File: src/rtl/common_fifo_reader_pkg.sv
// Shared definitions for the FIFO read-side valid/ready adapter:
// state encodings (which double as the occupancy value) and the occupancy width.
package common_fifo_reader_pkg;

   localparam int OCC_W = 2;

   typedef enum logic [OCC_W-1:0] {
      ST_EMPTY = 2'b00,
      ST_HALF  = 2'b01,
      ST_FULL  = 2'b10
   } state_e;

endpackage

File: src/rtl/common_fifo_reader_vr.sv
// Pops a first-word-fall-through FIFO head into a 2-entry skid buffer (head + skid)
// and presents it on a registered valid/ready interface; fifo_ren never sees m_ready.
module common_fifo_reader_vr
   import common_fifo_reader_pkg::*;
#(
   parameter int DATA_WIDTH  = 1,
   parameter int COUNT_WIDTH = 8
) (
   input  logic                   clk,
   input  logic                   reset,
   input  logic [DATA_WIDTH-1:0]  fifo_dout,
   input  logic                   fifo_empty,
   output logic                   fifo_ren,
   output logic [DATA_WIDTH-1:0]  m_data,
   output logic                   m_valid,
   input  logic                   m_ready,
   input  logic                   flush,
   output logic [OCC_W-1:0]       occupancy,
   output logic [COUNT_WIDTH-1:0] beat_count
);

   state_e                 state_q, state_d;
   logic [DATA_WIDTH-1:0]  head_q, head_d;
   logic [DATA_WIDTH-1:0]  skid_q, skid_d;
   logic [COUNT_WIDTH-1:0] cnt_q, cnt_d;
   logic                   pop_ok;
   logic                   pop;
   logic                   accept;

   // Only legal non-full states may pop, so an illegal encoding never loses a popped word.
   assign pop_ok     = (state_q == ST_EMPTY) || (state_q == ST_HALF);
   assign fifo_ren   = ~reset & ~flush & ~fifo_empty & pop_ok;
   assign pop        = fifo_ren;
   assign m_valid    = (state_q == ST_HALF) || (state_q == ST_FULL);
   assign accept     = m_valid & m_ready;
   assign m_data     = head_q;
   assign occupancy  = state_q;
   assign beat_count = cnt_q;

   always_comb begin
      state_d = state_q;
      head_d  = head_q;
      skid_d  = skid_q;
      cnt_d   = cnt_q + COUNT_WIDTH'(accept);
      if (flush) begin
         state_d = ST_EMPTY;
      end else begin
         case (state_q)
            ST_EMPTY: begin
               if (pop) begin
                  state_d = ST_HALF;
                  head_d  = fifo_dout;
               end
            end
            ST_HALF: begin
               if (pop && accept) begin
                  head_d = fifo_dout;
               end else if (pop) begin
                  state_d = ST_FULL;
                  skid_d  = fifo_dout;
               end else if (accept) begin
                  state_d = ST_EMPTY;
               end
            end
            ST_FULL: begin
               if (accept) begin
                  state_d = ST_HALF;
                  head_d  = skid_q;
               end
            end
            default: state_d = ST_EMPTY;
         endcase
      end
   end

   always_ff @(posedge clk or posedge reset) begin
      if (reset) begin
         state_q <= ST_EMPTY;
         head_q  <= '0;
         skid_q  <= '0;
         cnt_q   <= '0;
      end else begin
         state_q <= state_d;
         head_q  <= head_d;
         skid_q  <= skid_d;
         cnt_q   <= cnt_d;
      end
   end

endmodule

File: config.mk
export PLATFORM = sky130hd
export DESIGN_NAME = common_fifo_reader_vr
export DESIGN_NICKNAME = d
export VERILOG_FILES = /design/src/rtl/common_fifo_reader_pkg.sv /design/src/rtl/common_fifo_reader_vr.sv
export SDC_FILE = /design/constraint.sdc
export NUM_CORES = 1
export LEC_CHECK = 0
export ABC_CLOCK_PERIOD_IN_PS = 2500
export CORE_AREA = 2 2 39 41
export CTS_CLUSTER_SIZE = 28
export DETAILED_ROUTE_END_ITERATION = 6
export DIE_AREA = 0 0 41 43
export DONT_BUFFER_PORTS = 1
export PLACE_DENSITY = 0.64
export SLEW_MARGIN = 40
export SYNTH_ARGS = -nofsm -noshare
export SYNTH_HDL_FRONTEND = slang
export SYNTH_SLANG_ARGS = --single-unit
File: constraint.sdc
create_clock -name clk -period 2.5 [get_ports clk]
set_clock_uncertainty 0.05 [all_clocks]
set_input_delay 0.5 -clock clk [delete_from_list [all_inputs] [get_ports clk]]
set_output_delay 0.5 -clock clk [all_outputs]
set_load 0.1 [all_outputs]
==> results.env, run 1 <==
RUN_STATUS='finished clean'
CRITICAL_PATH.STARTPOINT_TYPE='flip-flop'
DRV_CAP=0
YOSYS.AREA_SHARE.XOR_XNOR=0.0771
FINAL_HOLD_VIOLATING_ENDPOINTS=0
NETLIST_AREA_UM2=682
INITIAL_UTILIZATION=0.493
WORST_PIN_SLEW_NS=0.886
REGTOREGSETUPSLACK_NS=0.48
SYNTH-EDFF-COUNT=0
CTS_BUFFER_DEPTH=2
DETAILROUTE.VIA_COUNT=486
GRT_OVERFLOW=0
LAYOUT_WORST_PATH_CYCLE_SHARE=0.875
END_KIND='primary output'
FINAL.SETUP.TNS_NS=0
GRT_START_MAX_NET_PINS=13
INITIALDRTVIOLATIONCOUNT=5
DETAILEDPLACE.WORSTSLACK_NS=0.485
POSTROUTEWIRELENGTH_UM=1190
TIMING.CRITICAL_PATH.FROM='occupancy[0]'
YOSYS_MOST_USED_DFF='sky130_fd_sc_hd__dfrtp_1'
CTS.CLK_SLEW.WORST_PATHS_NS=0.07
WIRE_PER_INST_UM=12.8
FLOORPLAN.DIE.WIDTH_UM=41
SYNTHDOMINANTAREACELLTYPE='sky130_fd_sc_hd__dfrtp_1'
FMAX_MHz=457
FILLCELLCOUNT=130
DRIVE_ABOVE_1_SHARE=0.377
CTS.REPAIR.RESIZED=0
TRITONCTS='built'
NUMBER_OF_INSTANCES_IN_THE_SYNTHESIZED_NETLIST=61
YOSYS.CELL_TYPES.COUNT=24
FINAL_COMMON_CELL='sky130_fd_sc_hd__buf_4'
PORT_BUFFERS=0
YS_ASYNC_SR_FRACTION=1.00
SYNTH-SEQ-CELLS=12
WORSTPATHARRIVAL_NS=1.64
MOST-COMMON-LAYOUT-CELLS='12 x sky130_fd_sc_hd__buf_4, 10 x sky130_fd_sc_hd__dfrtp_1, 6 x sky130_fd_sc_hd__ha_1'
GRT_PASS1_WL_UM=1860
SLEW-LIMIT-HEADROOM=0.409
AREA.GROWTH.SYNTH_TO_FINAL_PCT=23.3
SYNTH_TOP_FAMILY_BY_AREA='simple AND/OR/NAND/NOR gates'
MUXSHAREOFSYNTHAREA=0.0862
GRT_SETUP_UNREPAIRED='false'
SYNTH_FA_HA_AREA_FRAC=0.128
CORE-AREA_UM2=1380
LARGEST_DRIVER_FANOUT_ON_THE_CRITICAL_PATH=5
DESIGN.DIE.AREA_UM2=1760
INITIAL_ANTENNA_VIOLATION_COUNT=0
CTS_SETUP_BUFFERS=0
HPWL_UM=934
DIODES=0
SYNTH_SIMPLE_GATE_AREA_SHARE=0.178
STD_CELL_ROWS=14
GLOBAL_ROUTE.USAGE.TOTAL=0.157
SYNTH-SEQ-AREA-SHARE=0.440
CLK_LATENCY_NS=0.27
FIRST_GLOBAL_VIAS=470
HOLD_PATH_CLASS='input pin to async pin'
SYNTH_NETS=74
REPORT.FINAL.SLEW_VIOL_COUNT=0
CTS-ROOT-BUF='sky130_fd_sc_hd__clkbuf_4'
FIN_WORST_HOLD_SLACK_NS=0.0642
DRT_PRE_ANTENNA_ITERS=3
LARGEST_CELLS_BY_AREA_AFTER_SYNTHESIS='sky130_fd_sc_hd__dfrtp_1 44%, sky130_fd_sc_hd__ha_1 13%, sky130_fd_sc_hd__xnor2_1 5.1%'
SYNTH_TOP_CELL_AREA_SHARE=0.440
CRITICAL_PATH_REQUIRED_NS=1.95
FINAL.MIN_CLOCK_PERIOD_NS=2.19
BOUNDARYPINS=19
DETAIL-ROUTE-ANTENNA-NETS=0
FP.DIEH_UM=43
SYNTH_WARNINGS=0
FINAL_CRITICAL_PATH_SETUP_SLACK_NS=0.313
WORSTSETUPPATHTYPE='flip-flop to primary output'
WORST_R2R_ENDPOINT='beat_count[7]'
DETAIL_ROUTE.VIAS_PER_CELL=5.23
R2R_START='occupancy[0]'
ROUTE.DETAILED.DRC=0
CRIT_END='fifo_ren'
FINAL_REPORT_SETUP_VIOLATION_COUNT=0
CTSHTREEMAXLEVEL=1
GP_CONGESTION=0.585
FINISH.NET_COUNT=91
HOLD_BUFFERS=0
CLOCK_SINKS=12
REG2REG_DEPTH=9
SYNTHESIS.AREA_PER_INSTANCE_UM2=11.2
SYNTH_COMPOUND_AREA_FRAC=0.0624
NUMCTSBUFFERS=3
==> layout make-up <==
type	count	area (um2)	share of cell area
Multi-Input combinational cell	44	378	0.449
Sequential cell	12	308	0.366
Timing Repair Buffer	12	90.1	0.107
Tap cell	16	20.0	0.0238
Clock buffer	4	26.3	0.0313
Inverter	5	18.8	0.0223
==> Yosys cell counts, types with 2 or more instances <==
library cell	number
sky130_fd_sc_hd__nor2_1	3
sky130_fd_sc_hd__xor2_1	2
sky130_fd_sc_hd__xnor2_1	4
sky130_fd_sc_hd__and3_1	3
sky130_fd_sc_hd__mux2_2	3
sky130_fd_sc_hd__ha_1	7
sky130_fd_sc_hd__dfrtp_1	12
sky130_fd_sc_hd__inv_1	5
sky130_fd_sc_hd__nand2_1	4
sky130_fd_sc_hd__nand3_1	4
==> metrics by stage <==
step | cell area [um2] | util | cells
after detailed placement | 815 | 0.589 | 89
after global routing | 841 | 0.608 | 93
after global placement | 815 | 0.589 | 89
final | 841 | 0.608 | 93
after floorplan | 704 | - | 61
after CTS | 841 | 0.608 | 93
==> worst max-delay path: stages, from the launching register on <==
cell	delay [ns]
sky130_fd_sc_hd__dfrtp_4	0.51
sky130_fd_sc_hd__ha_1	0.23
sky130_fd_sc_hd__or2_1	0.24
sky130_fd_sc_hd__and2_4	0.16
sky130_fd_sc_hd__buf_4	0.23
==> worst min path at each step <==
| stage | slack, ns | endpoint | startpoint |
|---|---|---|---|
| CTS | 0.08 | beat_count[5] | reset |
| finish | 0.06 | beat_count[5] | reset |
| floorplan | 0.31 | beat_count[0] | reset |
| global route | 0.10 | occupancy[0] | reset |
| detailed placement | 0.37 | m_data | reset |
| global placement | 0.37 | skid_q | reset |
==> registers in the layout, indices dropped and copies added, names as in the netlist <==
| signal | flops |
|---|---|
| beat_count | 8 |
| m_data | 1 |
| skid_q | 1 |
| occupancy | 2 |
==> layer usage <==
layer  GRT usage  wire length [um]  part of all wire  vias up
li1            -                 -                 -      241
met1       0.178               496              0.42      235
met2       0.263               638              0.54       10
met3      0.0419                53             0.045        0
met4      0.0600                 0                 0        0
met5           0                 0                 0        -
==> logic make-up after synthesis <==
logic type               Yosys count
AO/OA/AOI/OAI                      4
XOR/XNOR                           6
adder cells (fa/ha/maj)            7
buffers and inverters              5
flip-flops                        12
multiplexers                       5
AND/OR/NAND/NOR                   22
Power of run 1 is not shown: default switching activity piles up to over one toggle a cycle in this logic, so the estimate is an artifact.
==> run 2: changes to the inputs <==
--- a/config.mk
+++ b/config.mk
@@ -7,6 +7,7 @@
 export LEC_CHECK = 0
 export ABC_CLOCK_PERIOD_IN_PS = 2500
 export CORE_AREA = 2 2 39 41
+export CTS_BUF_LIST = sky130_fd_sc_hd__clkbuf_8 sky130_fd_sc_hd__clkbuf_16
 export CTS_CLUSTER_SIZE = 28
 export DETAILED_ROUTE_END_ITERATION = 6
 export DIE_AREA = 0 0 41 43
==> results.env, run 2 (synthesized netlist as in run 1, its figures left out) <==
RUN_STATUS='finished clean'
DIODES=0  # unchanged
CRITICAL_PATH_TOP_DELAY_CELL='sky130_fd_sc_hd__dfrtp_4'
REGTOREGSETUPSLACK_NS=0.49  # about the same
INITIALDRTVIOLATIONCOUNT=4  # -1
FP.DIEH_UM=43  # unchanged
DPL-INSTANCE-AREA_UM2=815  # unchanged
CTS_BUFFER_DEPTH=2  # unchanged
HOLD_PATH_CLASS='input pin to async pin'
CRITICAL_PATH_REQUIRED_NS=1.95  # about the same
WORSTPATHARRIVAL_NS=1.60  # -0.04 ns
TRITONCTS='built'
FINAL_HOLD_VIOLATING_ENDPOINTS=0  # unchanged
INITIAL_ANTENNA_VIOLATION_COUNT=0  # unchanged
STD_CELL_ROWS=14  # unchanged
REG2REG_DEPTH=9  # unchanged
DETAILEDPLACE.WORSTSLACK_NS=0.485  # unchanged
WORST_R2R_ENDPOINT='beat_count[7]'
TIMING.CRITICAL_PATH.SLOWEST_CELL_DELAY_NS=0.50  # about the same
GP_CONGESTION=0.585  # unchanged
DETAIL-ROUTE-ANTENNA-NETS=0  # unchanged
AREA.GROWTH.SYNTH_TO_FINAL_PCT=26.1
REPORT.FINAL.SLEW_VIOL_COUNT=0  # unchanged
GRT_START_MAX_NET_PINS=13  # unchanged
WIRE_PER_INST_UM=12.5  # -2.4%
DETAILROUTE.VIA_COUNT=490  # +0.82%
DETAIL_ROUTE.VIAS_PER_CELL=5.27  # +0.82%
POSTROUTEWIRELENGTH_UM=1160  # -2.4%
CRITICAL_PATH.STARTPOINT_TYPE='flip-flop'
LARGEST_REGISTER_FF_COUNT=8  # unchanged
CLOCK_SINKS=12  # unchanged
DRV_CAP=0  # unchanged
CORE-AREA_UM2=1380  # unchanged
TIMING.CRITICAL_PATH.FROM='occupancy[0]'
INITIAL_UTILIZATION=0.493  # unchanged
R2R_START='occupancy[0]'
FINAL_COMMON_CELL='sky130_fd_sc_hd__buf_4'
FINAL.SETUP.TNS_NS=0  # unchanged
WORSTSETUPPATHTYPE='flip-flop to primary output'
FINAL_CRITICAL_PATH_SETUP_SLACK_NS=0.352  # +0.0385 ns
CLK_LATENCY_NS=0.24  # -0.03 ns
LARGEST_DRIVER_FANOUT_ON_THE_CRITICAL_PATH=5  # unchanged
NUMCTSBUFFERS=3  # unchanged
FINAL_REPORT_SETUP_VIOLATION_COUNT=0  # unchanged
HPWL_UM=934  # unchanged
ROUTE.DETAILED.DRC=0  # unchanged
DESIGN.DIE.AREA_UM2=1760  # unchanged
MOST-COMMON-LAYOUT-CELLS='12 x sky130_fd_sc_hd__buf_4, 10 x sky130_fd_sc_hd__dfrtp_1, 6 x sky130_fd_sc_hd__ha_1'
FMAX_MHz=465  # +1.8%
BOUNDARYPINS=19  # unchanged
FIRST_GLOBAL_VIAS=460  # -2.1%
CTS-ROOT-BUF='sky130_fd_sc_hd__clkbuf_8'
GRT_SETUP_UNREPAIRED='false'
CTS.REPAIR.RESIZED=0  # unchanged
POST-ROUTE-CELL-AREA_UM2=860  # +2.2%
GRT_PASS1_WL_UM=1820  # -2.3%
END_KIND='primary output'
DRT_PRE_ANTENNA_ITERS=4  # +1
FINAL.MIN_CLOCK_PERIOD_NS=2.15  # -0.0385 ns
PATH_CELLS='ha_1 > or2_1 > and2_4 > buf_4'
CRIT_END='fifo_ren'
GLOBAL_ROUTE.USAGE.TOTAL=0.158  # +0.00103
FLOORPLAN.DIE.WIDTH_UM=41  # unchanged
LAYOUT_WORST_PATH_CYCLE_SHARE=0.859  # -0.0154
SLEW-LIMIT-HEADROOM=0.409  # about the same
FINISH.NET_COUNT=91  # unchanged
CTSHTREEMAXLEVEL=1  # unchanged
HOLD_BUFFERS=0  # unchanged
WORST_PIN_SLEW_NS=0.886  # -0.0000644 ns
PORT_BUFFERS=0  # unchanged
CTS_SETUP_BUFFERS=0  # unchanged
CTS.CLK_SLEW.WORST_PATHS_NS=0.05  # -0.02 ns
DRIVE_ABOVE_1_SHARE=0.377  # unchanged
GRT_OVERFLOW=0  # unchanged
run 2: changes by cell type in the layout (fill, tap and decap cells not counted):
| cell | previous run | this run |
|---|---|---|
| sky130_fd_sc_hd__clkbuf_8 | 0 | 3 |
| sky130_fd_sc_hd__clkbuf_1 | 1 | 0 |
| sky130_fd_sc_hd__inv_1 | 3 | 4 |
| sky130_fd_sc_hd__clkbuf_4 | 3 | 0 |
run 2: stage by stage:
| step | util | instances | hold slack (ns) |
|---|---|---|---|
| 4_1_cts | 0.621 | 93 | 0.110 |
| 6_report | 0.621 | 93 | 0.0993 |
| 2_1_floorplan | - | 61 | 0.315 |
| 5_1_grt | 0.621 | 93 | 0.142 |
| 3_3_place_gp | 0.589 | 89 | 0.367 |
| 3_5_place_dp | 0.589 | 89 | 0.367 |
run 2: critical path, delay by kind of cell (launching register included):
kind,cells,cell delay [ns]
buffers and inverters,1,0.23
adders and majority gates,1,0.23
DFF,1,0.50
and+or+nand+nor,2,0.40
run 2: how the worst min path moves through the flow:
| stage | startpoint | endpoint | slack, ns | cells after the start |
|---|---|---|---|---|
| floorplan | reset | beat_count[0] | 0.31 | 1 |
| global route | reset | occupancy[1] | 0.14 | 1 |
| CTS | reset | beat_count[5] | 0.11 | 1 |
| detailed placement | reset | m_data | 0.37 | 1 |
| global placement | reset | skid_q | 0.37 | 1 |
| finish | reset | beat_count[5] | 0.1 | 1 |
run 2: per-layer routing:
metal	vias to the layer above	global-route usage	wire length [um]	share of wire
met5	-	0	0	0
met4	0	0.100	21	0.018
met3	2	0.0366	57	0.049
met2	12	0.247	604	0.52
met1	238	0.182	476	0.41
li1	238	-	-	-
run 2: area by class of cell:
cell class / count / area, um2
Inverter: 5 / 18.8
Clock inverter: 1 / 3.75
Tap cell: 16 / 20.0
Clock buffer: 3 / 41.3
Fill cell: 123 / 524
Sequential cell: 12 / 308
Timing Repair Buffer: 12 / 90.1
Multi-Input combinational cell: 44 / 378
Power of run 2 is left out for the same reason.
==> run 3: changes to the inputs <==
--- a/config.mk
+++ b/config.mk
@@ -13,6 +13,7 @@
 export DIE_AREA = 0 0 41 43
 export DONT_BUFFER_PORTS = 1
 export PLACE_DENSITY = 0.64
+export SETUP_SLACK_MARGIN = 0.5
 export SLEW_MARGIN = 40
 export SYNTH_ARGS = -nofsm -noshare
 export SYNTH_HDL_FRONTEND = slang
==> results.env, run 3 (synthesized netlist as in run 1, its figures left out) <==
RUN_STATUS='finished clean'
FIRST_GLOBAL_VIAS=499  # +8.5%
INITIAL_ANTENNA_VIOLATION_COUNT=0  # unchanged
DRT_PRE_ANTENNA_ITERS=4  # unchanged
GRT_OVERFLOW=0  # unchanged
CRITICAL_PATH.STARTPOINT_TYPE='flip-flop'
END_KIND='primary output'
ROUTE.DETAILED.DRC=0  # unchanged
DESIGN.DIE.AREA_UM2=1760  # unchanged
DETAILROUTE.VIA_COUNT=506  # +3.3%
WIRE_PER_INST_UM=13.8  # +10%
CTS_BUFFER_DEPTH=2  # unchanged
CRITICAL_PATH_REQUIRED_NS=1.95  # about the same
GRT_START_MAX_NET_PINS=13  # unchanged
HOLD_BUFFERS=0  # unchanged
POSTROUTEWIRELENGTH_UM=1330  # +15%
DRV_CAP=0  # unchanged
CLOCK_SINKS=12  # unchanged
CTS-ROOT-BUF='sky130_fd_sc_hd__clkbuf_8'
TRITONCTS='built'
LARGEST_DRIVER_FANOUT_ON_THE_CRITICAL_PATH=4  # -1
DETAIL-ROUTE-ANTENNA-NETS=0  # unchanged
LAYOUT_WORST_PATH_CYCLE_SHARE=0.794  # -0.0653
FINAL_HOLD_VIOLATING_ENDPOINTS=0  # unchanged
DRIVE_ABOVE_1_SHARE=0.481  # +0.105
FINAL_COMMON_CELL='sky130_fd_sc_hd__buf_4'
WORSTSETUPPATHTYPE='flip-flop to primary output'
STD_CELL_ROWS=14  # unchanged
CORE-AREA_UM2=1380  # unchanged
TIMING.CRITICAL_PATH.SLOWEST_CELL_DELAY_NS=0.50  # about the same
DETAIL_ROUTE.VIAS_PER_CELL=5.22  # -0.99%
NUMCTSBUFFERS=3  # unchanged
CLK_LATENCY_NS=0.25  # about the same
GRT_PASS1_WL_UM=2060  # +13%
PATH_CELLS='inv_4 > ha_4 > or2_1 > and2_4'
INITIALDRTVIOLATIONCOUNT=9  # +5
WORSTPATHARRIVAL_NS=1.44  # -0.16 ns
CTSHTREEMAXLEVEL=1  # unchanged
DIODES=0  # unchanged
FINISH.NET_COUNT=95  # +4.4%
LARGEST_REGISTER_FF_COUNT=8  # unchanged
PORT_BUFFERS=0  # unchanged
FMAX_MHz=504  # +8.2%
AREA.GROWTH.SYNTH_TO_FINAL_PCT=38.0
REPORT.FINAL.SLEW_VIOL_COUNT=0  # unchanged
CRITICAL_PATH_TOP_DELAY_CELL='sky130_fd_sc_hd__dfrtp_4'
WORST_PIN_SLEW_NS=0.489  # -0.397 ns
FP.DIEH_UM=43  # unchanged
FINAL.MIN_CLOCK_PERIOD_NS=1.99  # -0.163 ns
SLEW-LIMIT-HEADROOM=0.674  # +0.265
CTS.CLK_SLEW.WORST_PATHS_NS=0.06  # about the same
HOLD_PATH_CLASS='input pin to async pin'
REG2REG_DEPTH=5  # -4
FINAL.SETUP.TNS_NS=0  # unchanged
GRT_SETUP_UNREPAIRED='true'
FLOORPLAN.DIE.WIDTH_UM=41  # unchanged
GLOBAL_ROUTE.USAGE.TOTAL=0.174  # +0.0166
HPWL_UM=959  # +2.7%
FINAL_REPORT_SETUP_VIOLATION_COUNT=0  # unchanged
MOST-COMMON-LAYOUT-CELLS='16 x sky130_fd_sc_hd__buf_4, 9 x sky130_fd_sc_hd__dfrtp_1, 4 x sky130_fd_sc_hd__xnor2_1, 4 x sky130_fd_sc_hd__ha_1'
BOUNDARYPINS=19  # unchanged
INITIAL_UTILIZATION=0.493  # unchanged
GP_CONGESTION=0.883  # +51%
[run 3: cell types whose count changed in the layout (fill, tap and decap cells not counted), sizes merged]
| cell | delta |
|---|---|
| buf | +4 |
[run 3: cell type report]
class	count	area, um2
tap	16	20.0
fill	111	443
clock buffer	3	41.3
clock inverter	1	3.75
inverter	5	26.3
multi-input combinational	44	420
sequential	12	309
timing repair buffer	16	120
[run 3: worst paths after layout]
check / start / end / slack [ns]
min: reset / skid_q / 0.1
min in group clk: fifo_dout / skid_q / 0.35
max in group asynchronous: reset / occupancy[1] / 1.95
max: occupancy[0] / fifo_ren / 0.51
min reg2reg: beat_count[3] / beat_count[3] / 0.42
max reg2reg: occupancy[0] / occupancy[0] / 0.52
[run 3: critical path: cells and delay by family (launching register included)]
kind          cells  cell delay [ns]
fa+ha+maj         1             0.14
simple gates      2             0.46
flops             1             0.50
buf+inv           1             0.08
[run 3: per-layer routing]
layer,part of all wire,routed length (um),track usage,vias to the layer above
li1,-,-,-,247
met1,0.48,635,0.258,243
met2,0.46,611,0.238,13
met3,0.049,66,0.0366,3
met4,0.016,21,0.0800,0
met5,0,0,0,-
[run 3: stage by stage]
| step | hold WS, ns | util | setup WS (ns) | cells | area [um2] |
|---|---|---|---|---|---|
| after floorplan | 0.315 | - | 0.187 | 61 | 739 |
| after global placement | 0.381 | 0.608 | 0.491 | 88 | 842 |
| after detailed placement | 0.381 | 0.608 | 0.472 | 88 | 842 |
| after CTS | 0.123 | 0.666 | 0.501 | 95 | 922 |
| after global routing | 0.150 | 0.680 | 0.483 | 97 | 941 |
| final | 0.0982 | 0.680 | 0.515 | 97 | 941 |
[run 3: timing repair]
action | CTS | global route
resized for setup | 2 | 1
setup endpoints to repair | 2 | 2
cloned | 0 | 0
setup buffers | 3 | 2
pin swaps | 3 | 3
Power of run 3 is left out for the same reason.
